===== src/rtl/seg_capture.sv =====
// rtl/seg_capture.sv - seven-segment strobe capture with glitch rejection and staleness timeout
module seg_capture #(
  parameter int STABLE  = 4,
  parameter int TIMEOUT = 1000000
) (
  input  logic       clk,
  input  logic       rst,
  input  logic [2:0] dig,
  input  logic [7:0] seg,
  output logic [3:0] num0,
  output logic [3:0] num1,
  output logic [3:0] num2,
  output logic [2:0] valid,
  output logic       upd,
  output logic       err
);

  localparam logic [7:0]  STB = 8'(STABLE);
  localparam logic [23:0] TO  = 24'(TIMEOUT);

  typedef enum logic [1:0] {
    IDLE   = 2'd0,
    SETTLE = 2'd1,
    HELD   = 2'd2
  } state_t;

  state_t      state;
  logic [2:0]  dig_s1, dig_s2;
  logic [7:0]  seg_s1, seg_s2;
  logic [2:0]  ref_dig;
  logic [7:0]  ref_seg;
  logic [7:0]  cnt;
  logic [3:0]  num_r [3];
  logic [23:0] refresh [3];

  logic        dig_onehot;
  logic        same_as_ref;
  logic        cap_now;
  logic [4:0]  dec;

  // Segment code to {legal, nibble}; the decimal point must be dark (bit7 high).
  function automatic logic [4:0] decode(input logic [7:0] s);
    logic [4:0] r;
    case (s)
      8'h88:   r = {1'b1, 4'h0};
      8'hDB:   r = {1'b1, 4'h1};
      8'hA2:   r = {1'b1, 4'h2};
      8'h92:   r = {1'b1, 4'h3};
      8'hD1:   r = {1'b1, 4'h4};
      8'h94:   r = {1'b1, 4'h5};
      8'h84:   r = {1'b1, 4'h6};
      8'hDA:   r = {1'b1, 4'h7};
      8'h80:   r = {1'b1, 4'h8};
      8'h90:   r = {1'b1, 4'h9};
      8'hC0:   r = {1'b1, 4'hA};
      8'h85:   r = {1'b1, 4'hB};
      8'hAC:   r = {1'b1, 4'hC};
      8'h83:   r = {1'b1, 4'hD};
      8'hA4:   r = {1'b1, 4'hE};
      8'hE4:   r = {1'b1, 4'hF};
      default: r = 5'b0_0000;
    endcase
    return r;
  endfunction

  // Two-flop synchronizer for the asynchronous display lines.
  always_ff @(posedge clk or posedge rst) begin
    if (rst) begin
      dig_s1 <= 3'b000;
      dig_s2 <= 3'b000;
      seg_s1 <= 8'h00;
      seg_s2 <= 8'h00;
    end else begin
      dig_s1 <= dig;
      dig_s2 <= dig_s1;
      seg_s1 <= seg;
      seg_s2 <= seg_s1;
    end
  end

  assign dig_onehot  = (dig_s2 == 3'b001) || (dig_s2 == 3'b010) || (dig_s2 == 3'b100);
  assign same_as_ref = (dig_s2 == ref_dig) && (seg_s2 == ref_seg);
  assign dec         = decode(seg_s2);

  // Capture decision: the current sample completes a full stable window.
  always_comb begin
    cap_now = 1'b0;
    case (state)
      IDLE:    cap_now = dig_onehot && (STB == 8'd1);
      SETTLE:  cap_now = same_as_ref && ((cnt + 8'd1) >= STB);
      default: cap_now = 1'b0;
    endcase
  end

  // Strobe tracking FSM: settle on a steady one-hot sample, then hold until it changes.
  always_ff @(posedge clk or posedge rst) begin
    if (rst) begin
      state   <= IDLE;
      ref_dig <= 3'b000;
      ref_seg <= 8'h00;
      cnt     <= 8'd0;
    end else begin
      case (state)
        IDLE: begin
          if (dig_onehot) begin
            ref_dig <= dig_s2;
            ref_seg <= seg_s2;
            cnt     <= 8'd1;
            state   <= cap_now ? HELD : SETTLE;
          end
        end
        SETTLE: begin
          if (!same_as_ref) begin
            state <= IDLE;
          end else begin
            cnt <= cnt + 8'd1;
            if (cap_now) state <= HELD;
          end
        end
        HELD: begin
          if (!same_as_ref) state <= IDLE;
        end
        default: state <= IDLE;
      endcase
    end
  end

  // Per-digit value, validity and staleness tracking; a capture overrides a timeout.
  always_ff @(posedge clk or posedge rst) begin
    if (rst) begin
      for (int i = 0; i < 3; i++) begin
        num_r[i]   <= 4'h0;
        refresh[i] <= 24'd0;
      end
      valid <= 3'b000;
      upd   <= 1'b0;
      err   <= 1'b0;
    end else begin
      upd <= 1'b0;
      for (int i = 0; i < 3; i++) begin
        if (cap_now && dig_s2[i] && dec[4]) begin
          num_r[i]   <= dec[3:0];
          valid[i]   <= 1'b1;
          refresh[i] <= 24'd0;
        end else begin
          if (refresh[i] != TO) refresh[i] <= refresh[i] + 24'd1;
          if (refresh[i] >= TO - 24'd1) valid[i] <= 1'b0;
          if (cap_now && dig_s2[i]) valid[i] <= 1'b0;
        end
      end
      if (cap_now) begin
        if (dec[4]) upd <= 1'b1;
        else        err <= 1'b1;
      end
    end
  end

  assign num0 = num_r[0];
  assign num1 = num_r[1];
  assign num2 = num_r[2];

endmodule


===== config.mk =====
export PLATFORM = sky130hd
export DESIGN_NAME = seg_capture
export DESIGN_NICKNAME = d
export VERILOG_FILES = /design/src/rtl/seg_capture.sv
export SDC_FILE = /design/constraint.sdc
export NUM_CORES = 1
export LEC_CHECK = 0
export ABC_CLOCK_PERIOD_IN_PS = 6260
export CORE_MARGIN = 4
export CORE_UTILIZATION = 32
export DETAILED_ROUTE_END_ITERATION = 10
export SLEW_MARGIN = 20
export SYNTH_ARGS = -nofsm -noshare
export SYNTH_HDL_FRONTEND = slang
export SYNTH_SLANG_ARGS = --single-unit

===== constraint.sdc =====
create_clock -name clk -period 6.26 [get_ports clk]
set_input_delay 1.252 -clock clk [delete_from_list [all_inputs] [get_ports clk]]
set_output_delay 1.252 -clock clk [all_outputs]
set_load 0.02 [all_outputs]

==> results of run 1 <==
## logic make-up (layout without fill, tap and decap cells)
group | count (synthesis) | in the layout
buffers and inverters | 41 | 84
XOR/XNOR | 83 | 83
AND/OR/NAND/NOR | 280 | 280
multiplexers | 28 | 28
flip-flops | 132 | 132
AO/OA/AOI/OAI | 49 | 49
adder cells (fa/ha/maj) | 7 | 7
## metal layers
metal / routed length (um) / global-route usage / vias to the layer above
met4: 266 / 0.0471 / 0
li1: - / - / 2192
met1: 6640 / 0.177 / 2121
met5: 0 / 0 / -
met3: 494 / 0.0349 / 20
met2: 5470 / 0.178 / 62
## worst min path at each step
stage | start | end | depth (start not counted)
2_1_floorplan | dig_s1[0] | dig_s2[0] | 0
3_3_place_gp | seg_s1[7] | seg_s2[7] | 0
3_5_place_dp | seg_s1[0] | seg_s2[0] | 0
4_1_cts | seg_s1[7] | seg_s2[7] | 0
5_1_grt | seg_s1[7] | seg_s2[7] | 0
6_report | seg_s1[7] | seg_s2[7] | 0
## where the power goes
group	switching, W	internal, W	total [W]
clock network	0.000404	0.000555	0.000959
registers	0.0000386	0.000889	0.000928
logic	0.0000681	0.0000571	0.000125
total	0.000510	0.00150	0.00201
## flip-flops by register name, indices dropped and copies added, names as in the netlist
signal,cells
seg_s1,8
err,1
upd,1
dig_s1,3
seg_s2,8
valid,3
refresh,72
cnt,8
state,2
num0,4
ref_dig,3
dig_s2,3
num2,4
num1,4
ref_seg,8
## final cells by class
type,count,area (sq um)
Clock buffer,17,425
Clock inverter,15,145
Fill cell,1927,12100
Inverter,18,72.6
Multi-Input combinational cell,447,2970
Sequential cell,132,3300
Tap cell,265,332
Timing Repair Buffer,34,328
## Yosys cell counts, types with 2 or more instances
| master | number | share of area |
|---|---|---|
| nor4bb_1 | 4 | 0.0062 |
| a21o_1 | 3 | 0.0035 |
| a21boi_0 | 2 | 0.0023 |
| inv_1 | 18 | 0.010 |
| o41ai_1 | 2 | 0.0027 |
| mux2i_1 | 7 | 0.011 |
| nand2b_1 | 5 | 0.0048 |
| clkbuf_1 | 7 | 0.0040 |
| xor2_1 | 53 | 0.071 |
| nor3b_1 | 3 | 0.0035 |
| mux2_4 | 4 | 0.0092 |
| mux2_1 | 8 | 0.014 |
| and2_1 | 5 | 0.0048 |
| buf_6 | 11 | 0.019 |
| and4_1 | 6 | 0.0081 |
| nand2_1 | 38 | 0.022 |
| a211oi_1 | 2 | 0.0023 |
| nor4b_1 | 5 | 0.0067 |
| nor3_1 | 10 | 0.0077 |
| a31oi_1 | 3 | 0.0029 |
| nor2b_1 | 5 | 0.0048 |
| ha_1 | 7 | 0.013 |
| or4_1 | 2 | 0.0023 |
| xnor2_1 | 29 | 0.039 |
| and4b_1 | 2 | 0.0031 |
| a21oi_1 | 7 | 0.0054 |
| nor2_1 | 103 | 0.059 |
| nand4_1 | 19 | 0.018 |
| o2111ai_1 | 2 | 0.0027 |
| buf_4 | 4 | 0.0046 |
| o21ai_0 | 19 | 0.015 |
| nand3_1 | 37 | 0.028 |
| o31ai_1 | 3 | 0.0035 |
| dfrtp_1 | 132 | 0.51 |
| mux2_2 | 9 | 0.016 |
| and3_1 | 12 | 0.012 |
| nor4_1 | 8 | 0.0077 |
| nor3b_2 | 3 | 0.0058 |
| nor4_4 | 2 | 0.0065 |
## per-stage QoR
stage	instance area [sq um]	power (W)	util	hold WS (ps)
floorplan	6500	0.00104	-	331
global placement	7000	0.00107	0.355	331
detailed placement	7000	0.00107	0.355	335
CTS	7570	0.00204	0.384	346
global route	7570	0.00210	0.384	346
finish	7570	0.00201	0.384	343
==> flow_metrics.py, run 1 <==
metrics = {
    "clocking": {
        "cts_sinks": 132,
        "postCtsSetupBuffers": 0,
        "cts_buffers": 17,
        "cts_resized": 0,
        "h-tree-depth": 4,
        "cts_tree": "yes",
        "clk_path_buf_depth": 2,
        "postCtsHoldBufs": 0,
        "clk_root_buffer_cell": "clkbuf_16",
        "clk_pin_slew_ps": 60,
        "clkLatencyLatePin_ps": 420,
    },
    "synth": {
        "yosysUniqueCellTypes": 58,
        "synth_compound_area_frac": 0.0490,
        "async_flop_share": 1.00,
        "synthAdderAreaFrac": 0.0135,
        "ys.flop_type": "dfrtp_1",
        "synth-simple-area-share": 0.229,
        "synth_mux_area_frac": 0.0494,
        "postSynthCellCount": 620,
        "synth_seq_area_share": 0.508,
        "syn_area_per_cell_sq_um": 10.5,
        "synth_edf_count": 0,
        "yosysWarnings": 0,
        "synth_top_family_by_area": "simple AND/OR/NAND/NOR gates",
        "syn_area_sq_mm": 0.00650,
        "synth_xor_area_frac": 0.113,
        "synth_nets": 640,
        "ys_seq_elements": 132,
    },
    "power_and_ir_drop": {
        "peakVddDrop_mv": 0.164,
        "p_per_area_mw_per_mm2": 266,
        "leakage_nw": 3.30,
    },
    "setup_path": {
        "cp_cell_sequence": "clkdlybuf4s50_1",
        "cp_slowest_cell": "clkdlybuf4s50_1",
        "end_kind": "output port",
        "crit_fanout": 2,
        "cp_num_buf_inv": 1,
        "crit_path_end": "valid[0]",
        "cp_data_required_time_ps": 5010,
        "crit_family": "buffers and inverters",
        "max_stage_delay_ps": 640,
        "path_depth": 1,
        "startpoint_type": "flip-flop",
        "ff2ff_path_depth": 7,
        "crit_arrival_ps": 1470,
        "r2r_slack_ps": 3540,
        "path_class": "flip-flop to output port",
        "critPathLaunch": "valid[0]",
        "r2r-start": "seg_s2[6]",
        "r2r_end": "num1[0]",
    },
    "placement": {
        "gp_congestion": 0.841,
        "placed_cells": 896,
        "numPortBuffers": 29,
        "dp_hpwl_um": 8430,
        "preCtsSetupSlack_ps": 3240,
    },
    "sta": {
        "rsz0062_at_grt": "no",
        "maxSlewViolCount": 0,
        "max_freq_mhz": 367,
        "hold_violations": 0,
        "tightest_slew_ps": 825,
        "setup_viol": 0,
        "finalSetupTns_ps": 0,
        "setup_ws_ps": 3540,
        "relSlewSlack": 0.443,
        "period_share": 0.435,
        "skew_ps": 8.17,
        "fin_crit_ps": 2720,
    },
    "die": {
        "die_w_um": 151,
        "num_io_pins": 30,
        "dieArea_sq_mm": 0.0227,
        "die_h_um": 151,
        "start_util": 0.330,
        "rows": 51,
        "core_area_sq_mm": 0.0197,
    },
    "drt": {
        "drc": 0,
        "viasPerCell": 4.74,
        "wl_per_cell_um": 13.9,
        "dr.pass1.iters": 4,
        "drtIter0Drc": 316,
        "via_count": 4395,
        "ant_nets": 0,
        "wl_um": 12900,
    },
    "global_routing": {
        "antenna_found_initial": 0,
        "grt_first_pass_wirelength_um": 22200,
        "grt_usage": 0.124,
        "grt_max_degree": 84,
        "grt_pass1_vias": 4378,
        "grt_overflow_total": 0,
    },
    "worst_hold_path": {
        "hold_class": "flip-flop to flip-flop",
    },
    "layout": {
        "most-common-layout-cells": "dfrtp_1 (132), nor2_1 (103), xor2_1 (53), nand2_1 (38), nand3_1 (37)",
        "nets": 670,
        "final_common_cell": "dfrtp_1",
        "antenna_cells": 0,
        "instances_no_fill": 928,
        "areaGrowthSynthToFinish_pct": 16.4,
        "drive_gt1_frac": 0.0995,
    },
    "flow_run": {
        "maxCapViolCount": 0,
    },
    "outcome": {
        "status": "complete, no violations",
    },
}
Power figures use the tool's default switching activity.
==> run 2: changes to the inputs <==
- ABC_CLOCK_PERIOD_IN_PS: 6260 -> 2250
- clock period: 6.26 -> 2.25 ns (I/O delays scaled with it)
==> run 2 against run 1 <==
Against the previous run: combinational power rose to 3.2 times the previous value; via count rose by 2.5%; highest routed layer unchanged; flip-flop and latch count stayed put; core utilization is 2.0 points higher; critical path type is now flip-flop to flip-flop; non-clock buffer count is 34 higher; global-route usage barely moved; die area unchanged.
==> flow_metrics.py, run 2 (synthesis gave the netlist of run 1 again) <==
metrics = {
    "drt": {
        "via_count": 4507,
        "wl_um": 13300,
        "drtIter0Drc": 261,
        "ant_nets": 0,
        "viasPerCell": 4.69,
        "drc": 0,
        "dr.pass1.iters": 4,
        "wl_per_cell_um": 13.8,
    },
    "outcome": {
        "status": "complete, no violations",
    },
    "die": {
        "num_io_pins": 30,
        "start_util": 0.330,
        "die_h_um": 151,
        "core_area_sq_mm": 0.0197,
        "dieArea_sq_mm": 0.0227,
        "rows": 51,
        "die_w_um": 151,
    },
    "sta": {
        "setup_viol": 0,
        "period_share": 0.974,
        "max_freq_mhz": 456,
        "setup_ws_ps": 58.0,
        "maxSlewViolCount": 0,
        "rsz0062_at_grt": "yes",
        "fin_crit_ps": 2190,
        "fin_hold_ws_ps": 347,
        "tightest_slew_ps": 660,
        "hold_violations": 0,
        "relSlewSlack": 0.554,
        "skew_ps": 8.68,
    },
    "global_routing": {
        "grt_pass1_vias": 4435,
        "grt_overflow_total": 0,
        "grt_usage": 0.124,
        "grt_max_degree": 55,
        "antenna_found_initial": 0,
        "grt_first_pass_wirelength_um": 22300,
    },
    "layout": {
        "final_common_cell": "dfrtp_1",
        "fin_area_sq_mm": 0.00798,
        "nets": 704,
        "top_register": "refresh",
        "largest_reg_flops": 72,
        "antenna_cells": 0,
        "final_util": 0.404,
        "areaGrowthSynthToFinish_pct": 22.6,
        "most-common-layout-cells": "dfrtp_1 (126), nor2_1 (103), xor2_1 (52), nand2_1 (38), nand3_1 (37)",
        "drive_gt1_frac": 0.162,
    },
    "clocking": {
        "cts_sinks": 132,
        "cts_buffers": 17,
        "clk_path_buf_depth": 2,
        "cts_tree": "yes",
        "h-tree-depth": 4,
        "clk_pin_slew_ps": 60,
        "clkLatencyLatePin_ps": 420,
        "clk_root_buffer_cell": "clkbuf_16",
    },
    "worst_hold_path": {
        "min_from": "seg_s1[6]",
        "holdPathStages": 0,
        "hold_class": "flip-flop to flip-flop",
        "min_to": "seg_s2[6]",
    },
    "setup_path": {
        "r2r_slack_ps": 60,
        "r2r-start": "cnt[0]",
        "end_kind": "flip-flop",
        "ff2ff_path_depth": 7,
        "r2r_end": "num0[3]",
        "cp_data_required_time_ps": 2550,
        "startpoint_type": "flip-flop",
        "crit_fanout": 6,
        "crit_arrival_ps": 2490,
        "path_class": "flip-flop to flip-flop",
    },
    "placement": {
        "preCtsSetupSlack_ps": -70.8,
        "gp_congestion": 0.857,
        "dp_hpwl_um": 8840,
        "numPortBuffers": 29,
        "placed_area_sq_mm": 0.00724,
    },
    "power_and_ir_drop": {
        "p_per_area_mw_per_mm2": 730,
        "leakage_nw": 3.49,
        "peakVddDrop_mv": 0.547,
    },
    "flow_run": {
        "maxCapViolCount": 0,
    },
}
run 2: cell count changes in the layout (fill, tap and decap cells not counted), sizes merged:
cell / previous run / this run
clkinvlp: 3 / 5
bufinv: 1 / 3
clkinv: 4 / 6
inv: 25 / 19
buf: 5 / 39
run 2: through the flow:
stage               setup TNS, ps  std cells  power (W)
floorplan                       0        620    0.00289
CTS                             0        958    0.00589
global route                -1170        962    0.00608
finish                          0        962    0.00582
detailed placement          -1370        921    0.00301
global placement            -4580        921    0.00300
run 2: critical path, stage by stage, from the launching register on:
cell and delay, ps:
dfrtp_1 390, nand2_1 130, or2_1 250, a211o_1 320, a31o_4 310, nor3b_4 200, buf_6 150, mux2_1 320
run 2: how the worst max path moves through the flow:
stage / from / to
2_1_floorplan: seg_s2[3] / num2[3]
3_3_place_gp: seg_s2[3] / refresh[1]
5_1_grt: seg_s2[2] / num0[0]
3_5_place_dp: seg_s2[5] / refresh[3]
6_report: cnt[0] / num0[3]
4_1_cts: seg_s2[1] / num1[3]
run 2: layer usage:
metal / up-vias / part of all wire / track usage
met5: - / 0 / 0
met4: 0 / 0.020 / 0.0494
met3: 18 / 0.034 / 0.0367
met2: 54 / 0.44 / 0.181
met1: 2181 / 0.50 / 0.174
li1: 2254 / - / -
run 2: power breakdown:
part	internal, W	switching (W)
clock network	0.00175	0.00109
logic	0.000193	0.000213
registers	0.00248	0.0000996
run 2: timing repair:
action                     CTS  global route
gates resized for setup      8             9
hold buffers                 0             0
pin swaps                    6             8
setup buffers                6             4
setup endpoints to repair   44            84
run 2: area by class of cell:
class,instances,area (sq um)
fill,1888,11700
inverter,18,71.3
multi-input combinational,447,3010
sequential,132,3310
tap,265,332
timing repair buffer,68,644
clock buffer,17,425
clock inverter,15,183
==> run 3: changes to the inputs <==
--- a/config.mk
+++ b/config.mk
@@ -11,2 +11,3 @@
 export DETAILED_ROUTE_END_ITERATION = 10
+export REMOVE_ABC_BUFFERS = 1
 export SLEW_MARGIN = 20
==> constraint.sdc (replaced) <==
create_clock -name clk -period 2.25 [get_ports clk]
set_input_delay 0.225 -clock clk [delete_from_list [all_inputs] [get_ports clk]]
set_output_delay 0.225 -clock clk [all_outputs]
set_load 0.02 [all_outputs]
==> run 3 against run 2 <==
Against the previous run: the flow now finishes with violations (negative setup slack); clock power increased by 7.0%; design area increased by 1.6%; critical path depth increased by 1; worst hold slack got worse by 170 ps; register-to-register slack got worse by 70 ps; clock skew decreased by 0.82 ps; sequential power about the same; flip-flop and latch count unchanged.
==> flow_metrics.py, run 3 (synthesis gave the netlist of run 1 again) <==
metrics = {
    "clocking": {
        "cts_sinks": 132,
        "clkLatencyLatePin_ps": 420,
        "h-tree-depth": 4,
        "clk_pin_slew_ps": 60,
        "clk_path_buf_depth": 2,
        "cts_tree": "yes",
        "clk_root_buffer_cell": "clkbuf_16",
        "cts_buffers": 17,
    },
    "layout": {
        "areaGrowthSynthToFinish_pct": 24.5,
        "final_util": 0.411,
        "most-common-layout-cells": "dfrtp_1 (127), nor2_1 (103), xor2_1 (53), nand2_1 (38), nand3_1 (36)",
        "drive_gt1_frac": 0.175,
        "fin_area_sq_mm": 0.00810,
        "top_register": "refresh",
        "final_common_cell": "dfrtp_1",
        "antenna_cells": 0,
        "largest_reg_flops": 72,
        "nets": 708,
    },
    "drt": {
        "via_count": 4566,
        "wl_per_cell_um": 13.7,
        "dr.pass1.iters": 4,
        "viasPerCell": 4.73,
        "drtIter0Drc": 268,
        "ant_nets": 0,
        "drc": 0,
        "wl_um": 13300,
    },
    "outcome": {
        "violations": "negative setup slack",
        "status": "complete, but fails checks",
    },
    "setup_path": {
        "crit_fanout": 8,
        "path_class": "flip-flop to flip-flop",
        "startpoint_type": "flip-flop",
        "end_kind": "flip-flop",
        "cp_data_required_time_ps": 2550,
        "crit_arrival_ps": 2560,
        "ff2ff_path_depth": 8,
    },
    "power_and_ir_drop": {
        "combPwrFrac": 0.068,
        "p_seq_frac": 0.428,
        "leakage_nw": 3.57,
        "p_int_w": 0.00465,
        "p_per_area_mw_per_mm2": 744,
        "p_total_w": 0.00602,
        "switchingPower_w": 0.00138,
        "p_clk_frac": 0.504,
        "p_sw_frac": 0.229,
        "peakVddDrop_mv": 0.520,
    },
    "sta": {
        "period_share": 1.00,
        "hold_violations": 0,
        "maxSlewViolCount": 0,
        "relSlewSlack": 0.588,
        "skew_ps": 7.87,
        "setup_viol": 2,
        "setup_ws_ps": -8.06,
        "fin_crit_ps": 2260,
        "max_freq_mhz": 443,
        "tightest_slew_ps": 610,
        "rsz0062_at_grt": "yes",
    },
    "die": {
        "num_io_pins": 30,
        "die_h_um": 151,
        "core_area_sq_mm": 0.0197,
        "rows": 51,
        "dieArea_sq_mm": 0.0227,
        "start_util": 0.330,
        "die_w_um": 151,
    },
    "global_routing": {
        "antenna_found_initial": 0,
        "grt_overflow_total": 0,
        "grt_pass1_vias": 4492,
        "grt_max_degree": 57,
        "grt_first_pass_wirelength_um": 22400,
        "grt_usage": 0.124,
    },
    "flow_run": {
        "maxCapViolCount": 0,
    },
    "placement": {
        "placed_area_sq_mm": 0.00724,
        "dp_hpwl_um": 9100,
        "preCtsSetupSlack_ps": -70.6,
        "numPortBuffers": 29,
        "gp_congestion": 0.780,
    },
    "worst_hold_path": {
        "hold_class": "input pin to asynchronous set/reset pin",
    },
}
-- run 3: final cells by class --
cell class	count	area [sq um]
repair buffers	72	686
clock buffers	17	425
multi-input cells	447	3050
clock inverters	15	230
fillers	1892	11600
flip-flops and latches	132	3310
inverters	18	72.6
well taps	265	332
-- run 3: power groups by stage --
stage          Clock (W)  Combinational (W)  Sequential (W)
4_1_cts          0.00312           0.000409         0.00258
6_report         0.00304           0.000409         0.00258
3_3_place_gp           0           0.000387         0.00261
5_1_grt          0.00322           0.000463         0.00259
2_1_floorplan          0           0.000272         0.00260
3_5_place_dp           0           0.000393         0.00262
-- run 3: through the flow --
step	TNS, ps	hold WS, ps	std cells
2_1_floorplan	-238540	256	597
3_5_place_dp	-1190	335	923
5_1_grt	-3040	191	966
6_report	-13.4	173	966
4_1_cts	0	171	964
3_3_place_gp	-3950	334	923
-- run 3: per-layer routing --
metal,vias to the layer above,global-route usage,part of all wire
met1,2220,0.169,0.49
met4,0,0.0431,0.012
met5,-,0,0
li1,2263,-,-
met3,16,0.0370,0.047
met2,67,0.189,0.45
-- run 3: repair_timing --
action / CTS / global route
buffers inserted: 9 / 3
hold buffers: 0 / 0
resized for setup: 13 / 14
pin swaps: 6 / 6
endpoints found under the setup margin: 68 / 85
-- run 3: worst paths after layout --
| check | from | slack [ps] | to |
|---|---|---|---|
| worst max-delay path | seg_s2[5] | -8 | num2[3] |
| worst min-delay path | rst | 170 | dig_s1[2] |
| worst max register to register | seg_s2[5] | -8 | num2[3] |
| min in group clk | dig[2] | 240 | dig_s1[2] |
| max in group asynchronous | rst | 1410 | seg_s2[1] |
| worst min register to register | seg_s1[2] | 340 | seg_s2[2] |
-- run 3: critical path, cell delays in order (launching register included) --
cell	delay (ps)
dfrtp_2	480
xor2_1	240
a31oi_1	130
nor4_2	380
nor3_4	100
buf_12	150
nor3b_4	170
buf_6	160
mux2_1	310
